[config.mk]
export PLATFORM = sky130hd
export DESIGN_NAME = pipeline_hazard_controller_flat
export DESIGN_NICKNAME = d
export VERILOG_FILES = /design/src/rtl/pipeline_hazard_controller_if.sv /design/src/rtl/pipeline_hazard_controller.sv /design/src/flat_wrapper.sv
export SDC_FILE = /design/constraint.sdc
export NUM_CORES = 1
export LEC_CHECK = 0
export ABC_AREA = 1
export CAP_MARGIN = 25
export CORE_MARGIN = 10
export CORE_UTILIZATION = 48
export CTS_CLUSTER_SIZE = 28
export DETAILED_ROUTE_END_ITERATION = 7
export GPL_ROUTABILITY_DRIVEN = 1
export PLACE_DENSITY = 0.8
export SLEW_MARGIN = 10
export SYNTH_ARGS = -nofsm -noshare
export SYNTH_HDL_FRONTEND = slang
export SYNTH_SLANG_ARGS = --single-unit
[constraint.sdc]
create_clock -name clk -period 1.5 [get_ports clk]
set_input_delay 0.225 -clock clk [delete_from_list [all_inputs] [get_ports clk]]
set_output_delay 0.225 -clock clk [all_outputs]
set_load 0.005 [all_outputs]
[src/rtl/pipeline_hazard_controller_if.sv]
// Hazard-controller bundle: pipeline status in, stage enables/flushes and status out.
// Latency: wires only; timing is set by the controller that drives the outputs.
// Backpressure: carried as stage write enables (pc_write, *_write), not as a handshake.
//
// Signals (master = hazard controller, slave = pipeline datapath):
//   id_rs/id_rt/id_uses_rt/id_jump  ID-stage decode info
//   ex_valid/ex_mem_read/ex_rt       EX-stage load info
//   ex_branch_taken                  branch outcome resolved in EX
//   mem_req/mem_ready                data-memory request/completion in MEM
//   pc_write/pc_sel/*_write/*_flush  PC and pipeline-register controls
//   mem_wb_bubble                    MEM_WB loaded with a bubble
//   state/stall_count/mem_error      controller status
interface pipeline_hazard_controller_if #(
    parameter int COUNT_W = 16
);
    logic [4:0]         id_rs;
    logic [4:0]         id_rt;
    logic               id_uses_rt;
    logic               id_jump;
    logic               ex_valid;
    logic               ex_mem_read;
    logic [4:0]         ex_rt;
    logic               ex_branch_taken;
    logic               mem_req;
    logic               mem_ready;

    logic               pc_write;
    logic [1:0]         pc_sel;
    logic               if_id_write;
    logic               if_id_flush;
    logic               id_ex_write;
    logic               id_ex_flush;
    logic               ex_mem_write;
    logic               mem_wb_bubble;
    logic [1:0]         state;
    logic [COUNT_W-1:0] stall_count;
    logic               mem_error;

    modport master (
        input  id_rs, id_rt, id_uses_rt, id_jump,
        input  ex_valid, ex_mem_read, ex_rt, ex_branch_taken,
        input  mem_req, mem_ready,
        output pc_write, pc_sel, if_id_write, if_id_flush,
        output id_ex_write, id_ex_flush, ex_mem_write, mem_wb_bubble,
        output state, stall_count, mem_error
    );

    modport slave (
        output id_rs, id_rt, id_uses_rt, id_jump,
        output ex_valid, ex_mem_read, ex_rt, ex_branch_taken,
        output mem_req, mem_ready,
        input  pc_write, pc_sel, if_id_write, if_id_flush,
        input  id_ex_write, id_ex_flush, ex_mem_write, mem_wb_bubble,
        input  state, stall_count, mem_error
    );
endinterface

[src/rtl/pipeline_hazard_controller.sv]
// Central hazard sequencer for the 5-stage MIPS pipeline (IF, ID, EX, MEM, WB).
// Latency: controls are combinational from registered state plus current inputs.
// Backpressure: stalls via pc_write/*_write low; memory waits freeze the whole pipe.
//
// Ports: clk, reset (synchronous, active-high) and hz (master modport of
// pipeline_hazard_controller_if) carrying decode/EX/MEM status in and the
// PC select/enable, stage write/flush strobes and status (state,
// stall_count, mem_error) out.
module pipeline_hazard_controller #(
    parameter int LOAD_STALL_CYCLES = 1,   // bubbles per load-use hazard, 1..15
    parameter int MEM_TIMEOUT       = 64,  // wait cycles before mem_error, 2..65535
    parameter int COUNT_W           = 16
) (
    input  logic                           clk,
    input  logic                           reset,
    pipeline_hazard_controller_if.master   hz
);

    typedef enum logic [1:0] {
        RUN      = 2'b00,
        LU_STALL = 2'b01,
        MEM_WAIT = 2'b10
    } state_t;

    localparam logic [3:0]  LU_INIT = 4'(LOAD_STALL_CYCLES - 1);
    localparam logic [15:0] TO_MAX  = 16'(MEM_TIMEOUT);

    localparam logic [1:0] SEL_PC1 = 2'b00;
    localparam logic [1:0] SEL_BR  = 2'b01;
    localparam logic [1:0] SEL_JMP = 2'b10;

    state_t             state_q, state_d;
    state_t             saved_q, saved_d;
    logic [3:0]         lu_cnt_q, lu_cnt_d;
    logic [15:0]        to_cnt_q, to_cnt_d;
    logic               mem_error_q, mem_error_d;
    logic [COUNT_W-1:0] stall_cnt_q;

    logic       pc_write_c;
    logic [1:0] pc_sel_c;
    logic       if_id_write_c, if_id_flush_c;
    logic       id_ex_write_c, id_ex_flush_c;
    logic       ex_mem_write_c, mem_wb_bubble_c;

    logic load_use;
    logic mem_wait;

    // $0 is hard-wired zero, so a load into it never creates a dependency.
    assign load_use = hz.ex_valid && hz.ex_mem_read && (hz.ex_rt != 5'd0) &&
                      ((hz.ex_rt == hz.id_rs) ||
                       (hz.id_uses_rt && (hz.ex_rt == hz.id_rt)));

    assign mem_wait = hz.mem_req && !hz.mem_ready;

    always_comb begin
        // RUN defaults: everything advances, nothing flushed.
        pc_write_c      = 1'b1;
        pc_sel_c        = SEL_PC1;
        if_id_write_c   = 1'b1;
        if_id_flush_c   = 1'b0;
        id_ex_write_c   = 1'b1;
        id_ex_flush_c   = 1'b0;
        ex_mem_write_c  = 1'b1;
        mem_wb_bubble_c = 1'b0;

        state_d     = state_q;
        saved_d     = saved_q;
        lu_cnt_d    = lu_cnt_q;
        to_cnt_d    = to_cnt_q;
        mem_error_d = mem_error_q;

        if (reset) begin
            pc_write_c      = 1'b0;
            if_id_write_c   = 1'b0;
            if_id_flush_c   = 1'b1;
            id_ex_write_c   = 1'b0;
            id_ex_flush_c   = 1'b1;
            ex_mem_write_c  = 1'b0;
            mem_wb_bubble_c = 1'b1;
        end else if (state_q == MEM_WAIT) begin
            if (mem_wait) begin
                pc_write_c      = 1'b0;
                if_id_write_c   = 1'b0;
                id_ex_write_c   = 1'b0;
                ex_mem_write_c  = 1'b0;
                mem_wb_bubble_c = 1'b1;
                if (to_cnt_q != TO_MAX) begin
                    to_cnt_d = to_cnt_q + 16'd1;
                end
                if (to_cnt_q + 16'd1 == TO_MAX) begin
                    mem_error_d = 1'b1;
                end
            end else begin
                // Access completed (or request withdrawn): advance once with
                // default controls and resume whatever was interrupted.
                state_d  = saved_q;
                to_cnt_d = 16'd0;
            end
        end else if (mem_wait) begin
            // Entry cycle already counts as the first wait cycle.
            pc_write_c      = 1'b0;
            if_id_write_c   = 1'b0;
            id_ex_write_c   = 1'b0;
            ex_mem_write_c  = 1'b0;
            mem_wb_bubble_c = 1'b1;
            saved_d         = state_q;
            state_d         = MEM_WAIT;
            to_cnt_d        = 16'd1;
        end else if (hz.ex_branch_taken) begin
            // Taken branch squashes both younger instructions, including
            // the one a load-use stall was holding.
            pc_sel_c      = SEL_BR;
            if_id_flush_c = 1'b1;
            id_ex_flush_c = 1'b1;
            state_d       = RUN;
            lu_cnt_d      = 4'd0;
        end else if (state_q == LU_STALL) begin
            // Hazard term is not re-evaluated: the load has left EX.
            pc_write_c    = 1'b0;
            if_id_write_c = 1'b0;
            id_ex_flush_c = 1'b1;
            lu_cnt_d      = lu_cnt_q - 4'd1;
            if (lu_cnt_q <= 4'd1) begin
                state_d  = RUN;
                lu_cnt_d = 4'd0;
            end
        end else begin
            // RUN; also recovers the unencoded state value.
            state_d = RUN;
            if (load_use) begin
                // A jump in ID waits here and is seen again after the stall.
                pc_write_c    = 1'b0;
                if_id_write_c = 1'b0;
                id_ex_flush_c = 1'b1;
                if (LOAD_STALL_CYCLES > 1) begin
                    state_d  = LU_STALL;
                    lu_cnt_d = LU_INIT;
                end
            end else if (hz.id_jump) begin
                pc_sel_c      = SEL_JMP;
                if_id_flush_c = 1'b1;
            end
        end
    end

    always_ff @(posedge clk) begin
        if (reset) begin
            state_q     <= RUN;
            saved_q     <= RUN;
            lu_cnt_q    <= 4'd0;
            to_cnt_q    <= 16'd0;
            mem_error_q <= 1'b0;
            stall_cnt_q <= '0;
        end else begin
            state_q     <= state_d;
            saved_q     <= saved_d;
            lu_cnt_q    <= lu_cnt_d;
            to_cnt_q    <= to_cnt_d;
            mem_error_q <= mem_error_d;
            if (!pc_write_c && (stall_cnt_q != {COUNT_W{1'b1}})) begin
                stall_cnt_q <= stall_cnt_q + 1'b1;
            end
        end
    end

    assign hz.pc_write      = pc_write_c;
    assign hz.pc_sel        = pc_sel_c;
    assign hz.if_id_write   = if_id_write_c;
    assign hz.if_id_flush   = if_id_flush_c;
    assign hz.id_ex_write   = id_ex_write_c;
    assign hz.id_ex_flush   = id_ex_flush_c;
    assign hz.ex_mem_write  = ex_mem_write_c;
    assign hz.mem_wb_bubble = mem_wb_bubble_c;
    assign hz.state         = state_q;
    assign hz.stall_count   = stall_cnt_q;
    assign hz.mem_error     = mem_error_q;

endmodule
[src/flat_wrapper.sv]
// flat-port wrapper written by rule: the top's interface ports become plain ports
module pipeline_hazard_controller_flat 
#(
    parameter int LOAD_STALL_CYCLES = 1,                                        
    parameter int MEM_TIMEOUT       = 64,                                           
    parameter int COUNT_W           = 16
)
  (clk, reset, hz_id_rs, hz_id_rt, hz_id_uses_rt, hz_id_jump, hz_ex_valid, hz_ex_mem_read, hz_ex_rt, hz_ex_branch_taken, hz_mem_req, hz_mem_ready, hz_pc_write, hz_pc_sel, hz_if_id_write, hz_if_id_flush, hz_id_ex_write, hz_id_ex_flush, hz_ex_mem_write, hz_mem_wb_bubble, hz_state, hz_stall_count, hz_mem_error);
  pipeline_hazard_controller_if #(.COUNT_W(COUNT_W)) hz_i ();
  input  logic clk;
  input  logic reset;
  input wire logic [$bits(hz_i.id_rs)-1:0] hz_id_rs;
  input wire logic [$bits(hz_i.id_rt)-1:0] hz_id_rt;
  input wire logic [$bits(hz_i.id_uses_rt)-1:0] hz_id_uses_rt;
  input wire logic [$bits(hz_i.id_jump)-1:0] hz_id_jump;
  input wire logic [$bits(hz_i.ex_valid)-1:0] hz_ex_valid;
  input wire logic [$bits(hz_i.ex_mem_read)-1:0] hz_ex_mem_read;
  input wire logic [$bits(hz_i.ex_rt)-1:0] hz_ex_rt;
  input wire logic [$bits(hz_i.ex_branch_taken)-1:0] hz_ex_branch_taken;
  input wire logic [$bits(hz_i.mem_req)-1:0] hz_mem_req;
  input wire logic [$bits(hz_i.mem_ready)-1:0] hz_mem_ready;
  output wire logic [$bits(hz_i.pc_write)-1:0] hz_pc_write;
  output wire logic [$bits(hz_i.pc_sel)-1:0] hz_pc_sel;
  output wire logic [$bits(hz_i.if_id_write)-1:0] hz_if_id_write;
  output wire logic [$bits(hz_i.if_id_flush)-1:0] hz_if_id_flush;
  output wire logic [$bits(hz_i.id_ex_write)-1:0] hz_id_ex_write;
  output wire logic [$bits(hz_i.id_ex_flush)-1:0] hz_id_ex_flush;
  output wire logic [$bits(hz_i.ex_mem_write)-1:0] hz_ex_mem_write;
  output wire logic [$bits(hz_i.mem_wb_bubble)-1:0] hz_mem_wb_bubble;
  output wire logic [$bits(hz_i.state)-1:0] hz_state;
  output wire logic [$bits(hz_i.stall_count)-1:0] hz_stall_count;
  output wire logic [$bits(hz_i.mem_error)-1:0] hz_mem_error;
  assign hz_i.id_rs = hz_id_rs;
  assign hz_i.id_rt = hz_id_rt;
  assign hz_i.id_uses_rt = hz_id_uses_rt;
  assign hz_i.id_jump = hz_id_jump;
  assign hz_i.ex_valid = hz_ex_valid;
  assign hz_i.ex_mem_read = hz_ex_mem_read;
  assign hz_i.ex_rt = hz_ex_rt;
  assign hz_i.ex_branch_taken = hz_ex_branch_taken;
  assign hz_i.mem_req = hz_mem_req;
  assign hz_i.mem_ready = hz_mem_ready;
  assign hz_pc_write = hz_i.pc_write;
  assign hz_pc_sel = hz_i.pc_sel;
  assign hz_if_id_write = hz_i.if_id_write;
  assign hz_if_id_flush = hz_i.if_id_flush;
  assign hz_id_ex_write = hz_i.id_ex_write;
  assign hz_id_ex_flush = hz_i.id_ex_flush;
  assign hz_ex_mem_write = hz_i.ex_mem_write;
  assign hz_mem_wb_bubble = hz_i.mem_wb_bubble;
  assign hz_state = hz_i.state;
  assign hz_stall_count = hz_i.stall_count;
  assign hz_mem_error = hz_i.mem_error;
  pipeline_hazard_controller #(.LOAD_STALL_CYCLES(LOAD_STALL_CYCLES), .MEM_TIMEOUT(MEM_TIMEOUT), .COUNT_W(COUNT_W)) u_core (.clk(clk), .reset(reset), .hz(hz_i));
endmodule
# Word level (Yosys, flattened, before mapping)
# Cells that the tools add are included.
# totals
mem_bits_ro	0
register_bits	41
ram_bits	0
memories	0
latchBits	0
elab_cells	79
input_bits	24
# op_classes
order_cmp	1
muxes	43
eq_ne	9
n_reduce_logical	15
n_mul	0
bitwise	2
div	0
n_shift	0
add_sub_neg	3
# op_table
operator	n
$mux W16	4
$add A16 B1 Y16 const B	2
$mux W2	13
$mux W1	23
$eq A16 B7 Y1 const B	1
$ne A16 B16 Y1 const B	1
$ne A16 B7 Y1 const B	1
$mux W4	3
$eq A5 B5 Y1	2
$logic_and A1 B1 Y1	6
$reduce_and A3 Y1	2
$ne A5 B3 Y1 const B	1
$reduce_bool A5 Y1	1
$le A4 B1 Y1 const B	1
$reduce_bool A2 Y1	2
$sub A4 B1 Y4 const B	1
$ne A3 B3 Y1 const B	1
$eq A2 B1 Y1 const B	1
$eq A2 B2 Y1 const B	1
$logic_not A1 Y1	2
$not A1 Y1	2
$reduce_and A2 Y1	1
$logic_or A1 B1 Y1	1

# Longest topological paths before layout
# logic_depth
ltp_word	12
mapped_depth	14
ltp_nobuf	13

# Worst setup path after synthesis
# OpenSTA, ideal clock, no wires.
# synth_path
path_kind	reg-to-reg
startpoint	register u_core.stall_cnt_q[0], in the netlist u_core.hz.stall_count[0]
endpoint	register u_core.stall_cnt_q[0], in the netlist u_core.hz.stall_count[0]
setup_ps	115
setup_slack_ps	-154
arrival_ps	1539
stages_incl_launch_ff	8
period_less_slack_ps	1654
path_cell_list	dfxtp_1 ha_1 nand2_1 nor3_4 nand4_4 buf_2 a21oi_1 nor2_1
# synth_via
elab_chain_len	2
# synth_lines
item	line	source
from (decl)	pipeline_hazard_controller.sv:37	logic [COUNT_W-1:0] stall_cnt_q;
from (signal assigned)	pipeline_hazard_controller.sv:161	stall_cnt_q <= stall_cnt_q + 1'b1;
parallel branches: the longest is 2 deep, another holds $add A16 B1 Y16	--	
# Parallel ways; which one is timed is not known.
# A chain may end at the register's enable or synchronous reset.

# Worst setup path in the final report
# layout_path
startpoint	register u_core.to_cnt_q[1]
endpoint	register u_core.to_cnt_q[0]
# layout_via
elab_chain_len	3
# layout_lines
item	line	source
from (decl)	pipeline_hazard_controller.sv:35	logic [15:0] to_cnt_q, to_cnt_d;
from (signal assigned)	pipeline_hazard_controller.sv:158	to_cnt_q <= to_cnt_d;
$ne A16 B7 Y1	pipeline_hazard_controller.sv:87	if (to_cnt_q != TO_MAX) begin
$ne A3 B3 Y1 (no source line)	--	
$reduce_and A2 Y1 (no source line)	--	
# No other way between the ends.

==> results.cfg <==
[outcome]
status = finished, violations left
failed_checks = negative setup slack

[global_route]
grt_max_degree = 31
grt_pass1_wl_um = 15600
overflow = 0
antenna_found_initial = 0
grtUsageTotal = 0.209
grt_pass1_vias = 3518

[hold_path]
hp-start = u_core.hz.mem_error
hold_class = reg -> reg

[cts]
clk_pin_slew_ps = 80
cts-htree-levels = 2
cts-root-buf = clkbuf_8
clockBufferDepth = 2
cts_tree = yes
cts_sinks = 41
worstSkewPairLatency_ps = 310
cts_buffers = 5

[pwr]
leakage_uw = 0.00226
ir_drop_v = 0.000565
power_per_cell_area_nw_per_um2 = 569

[sta]
fmax_mhz = 527
setup_ws_ps = -396
timing_hold_violations_final = 0
clock_skew_ps = 14.6
period_minus_slack_ps = 1900
setup_viol = 43
max_slew_margin = 0.688
tightestPinTransition_ps = 465
tns_ps = -9680
rsz0062_at_grt = yes
slew_viol_final = 0
fin_crit_sh = 1.26

[synthesis]
syn_inst = 433
syn_area_per_cell_um2 = 6.39
ys_seq_elements = 41
synth_area_um2 = 2770
synth.net_count = 462
yosys.cell_types.count = 36
ys_seq_area_frac = 0.297
synthTopCellsByArea = dfxtp_1 (30%), nand2_1 (17%), inv_1 (6.9%)
yosys_warnings = 0
synth_top_area_cell = dfxtp_1
synth_top_area_share = 0.297

[detailed_routing]
dr.pass1.iters = 8
drtIter0Drc = 433
finalWirelength_um = 12500
vias = 3755
viasPerCell = 5.80
wl_per_cell_um = 19.3
ant_nets = 0
drc = 0

[place]
portBuffers = 51
placed_cell_area_um2 = 3820
gp_congestion = 0.869
dp_hpwl_um = 6090

[final_layout]
stdcell_area_um2 = 4760
antenna_cells = 0
final_common_cell = nand2_1
final_cell_mix = nand2_1 (96), buf_4 (68), inv_1 (45)
syn2layout_area_growth_pct = 72.0
drive_gt1_frac = 0.437
final_nets = 603

[critical_path]
crit_path_end_kind = flip-flop
critical_path_class = reg -> reg
crit_required_ps = 1640
start_kind = flip-flop
cp_max_fo = 2
critPathLaunch = u_core.to_cnt_q[1]
timing.rr.start = u_core.to_cnt_q[1]
cp_data_arrival_time_ps = 2040

[run]
maxCapViolCount = 0

[die]
placementRows = 27
dieArea_um2 = 9200
die_w_um = 95.9
core_um2 = 5540
io_pins = 52
die_h_um = 95.9
start_util = 0.500
## flip-flops by register name (all words and copies together) (netlist names)
signal	count
u_core.hz.state	2
u_core.to_cnt_q	16
u_core.hz.stall_count	16
u_core.saved_q	2
u_core.lu_cnt_q	4
u_core.hz.mem_error	1
## timing repair
action	in CTS	in global routing
pin swaps	50	31
endpoints found under the setup margin	58	52
gates resized for setup	168	73
hold buffers	0	0
gates cloned	3	1
setup buffers	17	13
endpoints found under the hold margin	0	0
## final timing paths
check	end	slack, ps	cells after the start
max	u_core.to_cnt_q[0]	-400	9
min	u_core.hz.mem_error	450	2
min reg2reg	u_core.hz.mem_error	450	2
max reg2reg	u_core.to_cnt_q[0]	-400	9
## logic make-up after synthesis
kind of cell / synth area share
AO/OA/AOI/OAI: 0.115
XOR/XNOR: 0.0633
adder cells (fa/ha/maj): 0.0226
buffers and inverters: 0.112
flip-flops: 0.297
AND/OR/NAND/NOR: 0.391
## routing by layer
layer / wire [um] / GRT usage / up-vias
met4: 779 / 0.0983 / 0
met3: 1010 / 0.0638 / 89
met5: 0 / 0 / -
met2: 6290 / 0.367 / 280
li1: - / - / 1663
met1: 4410 / 0.224 / 1723
## final cells by class
| type | count | area [um^2] |
|---|---|---|
| multi-input combinational | 322 | 2140 |
| tap | 72 | 90.1 |
| timing repair inverter | 1 | 7.51 |
| timing repair buffer | 144 | 1310 |
| clock inverter | 2 | 35.0 |
| inverter | 59 | 234 |
| clock buffer | 6 | 72.6 |
| fill | 287 | 781 |
| sequential | 41 | 867 |
## cells in the mapped netlist (all sizes together)
| master | count |
|---|---|
| nand2 | 132 |
| xor2 | 10 |
| o41ai | 1 |
| a31oi | 3 |
| inv | 58 |
| buf | 8 |
| dfxtp | 41 |
| nand4 | 8 |
| o31ai | 1 |
| a21oi | 35 |
| xnor2 | 10 |
| clkbuf | 4 |
| o21bai | 1 |
| o32ai | 1 |
| nand3 | 39 |
| nor3 | 10 |
| clkinv | 1 |
| o21ai | 9 |
| ha | 5 |
| a311oi | 1 |
| nor2 | 52 |
| o211ai | 1 |
| nor4 | 2 |
## critical path: stages (launching register included)
cell	delay (ps)
dfxtp_2	350
buf_6	120
inv_4	60
ha_4	120
nand2_2	60
nor3_2	100
nand4_1	190
buf_4	230
buf_6	120
a311oi_1	400
## metrics by stage
stage	setup WS, ps	hold WS (ps)	power, uW	instances	utilization
6_report	-396	454	2710	647	0.859
2_1_floorplan	-12.4	412	1370	433	-
3_3_place_gp	-681	425	1590	609	0.689
5_1_grt	-463	478	2800	647	0.859
3_5_place_dp	-720	432	1610	609	0.689
4_1_cts	-162	449	2570	635	0.784
## power breakdown
group	leakage [uW]	switching, uW	total (uW)	internal [uW]
clock network	0.0000552	443	938	495
logic	0.00186	335	642	307
registers	0.000345	23.3	1130	1110
No activity file was read; power rests on OpenSTA's default activity.
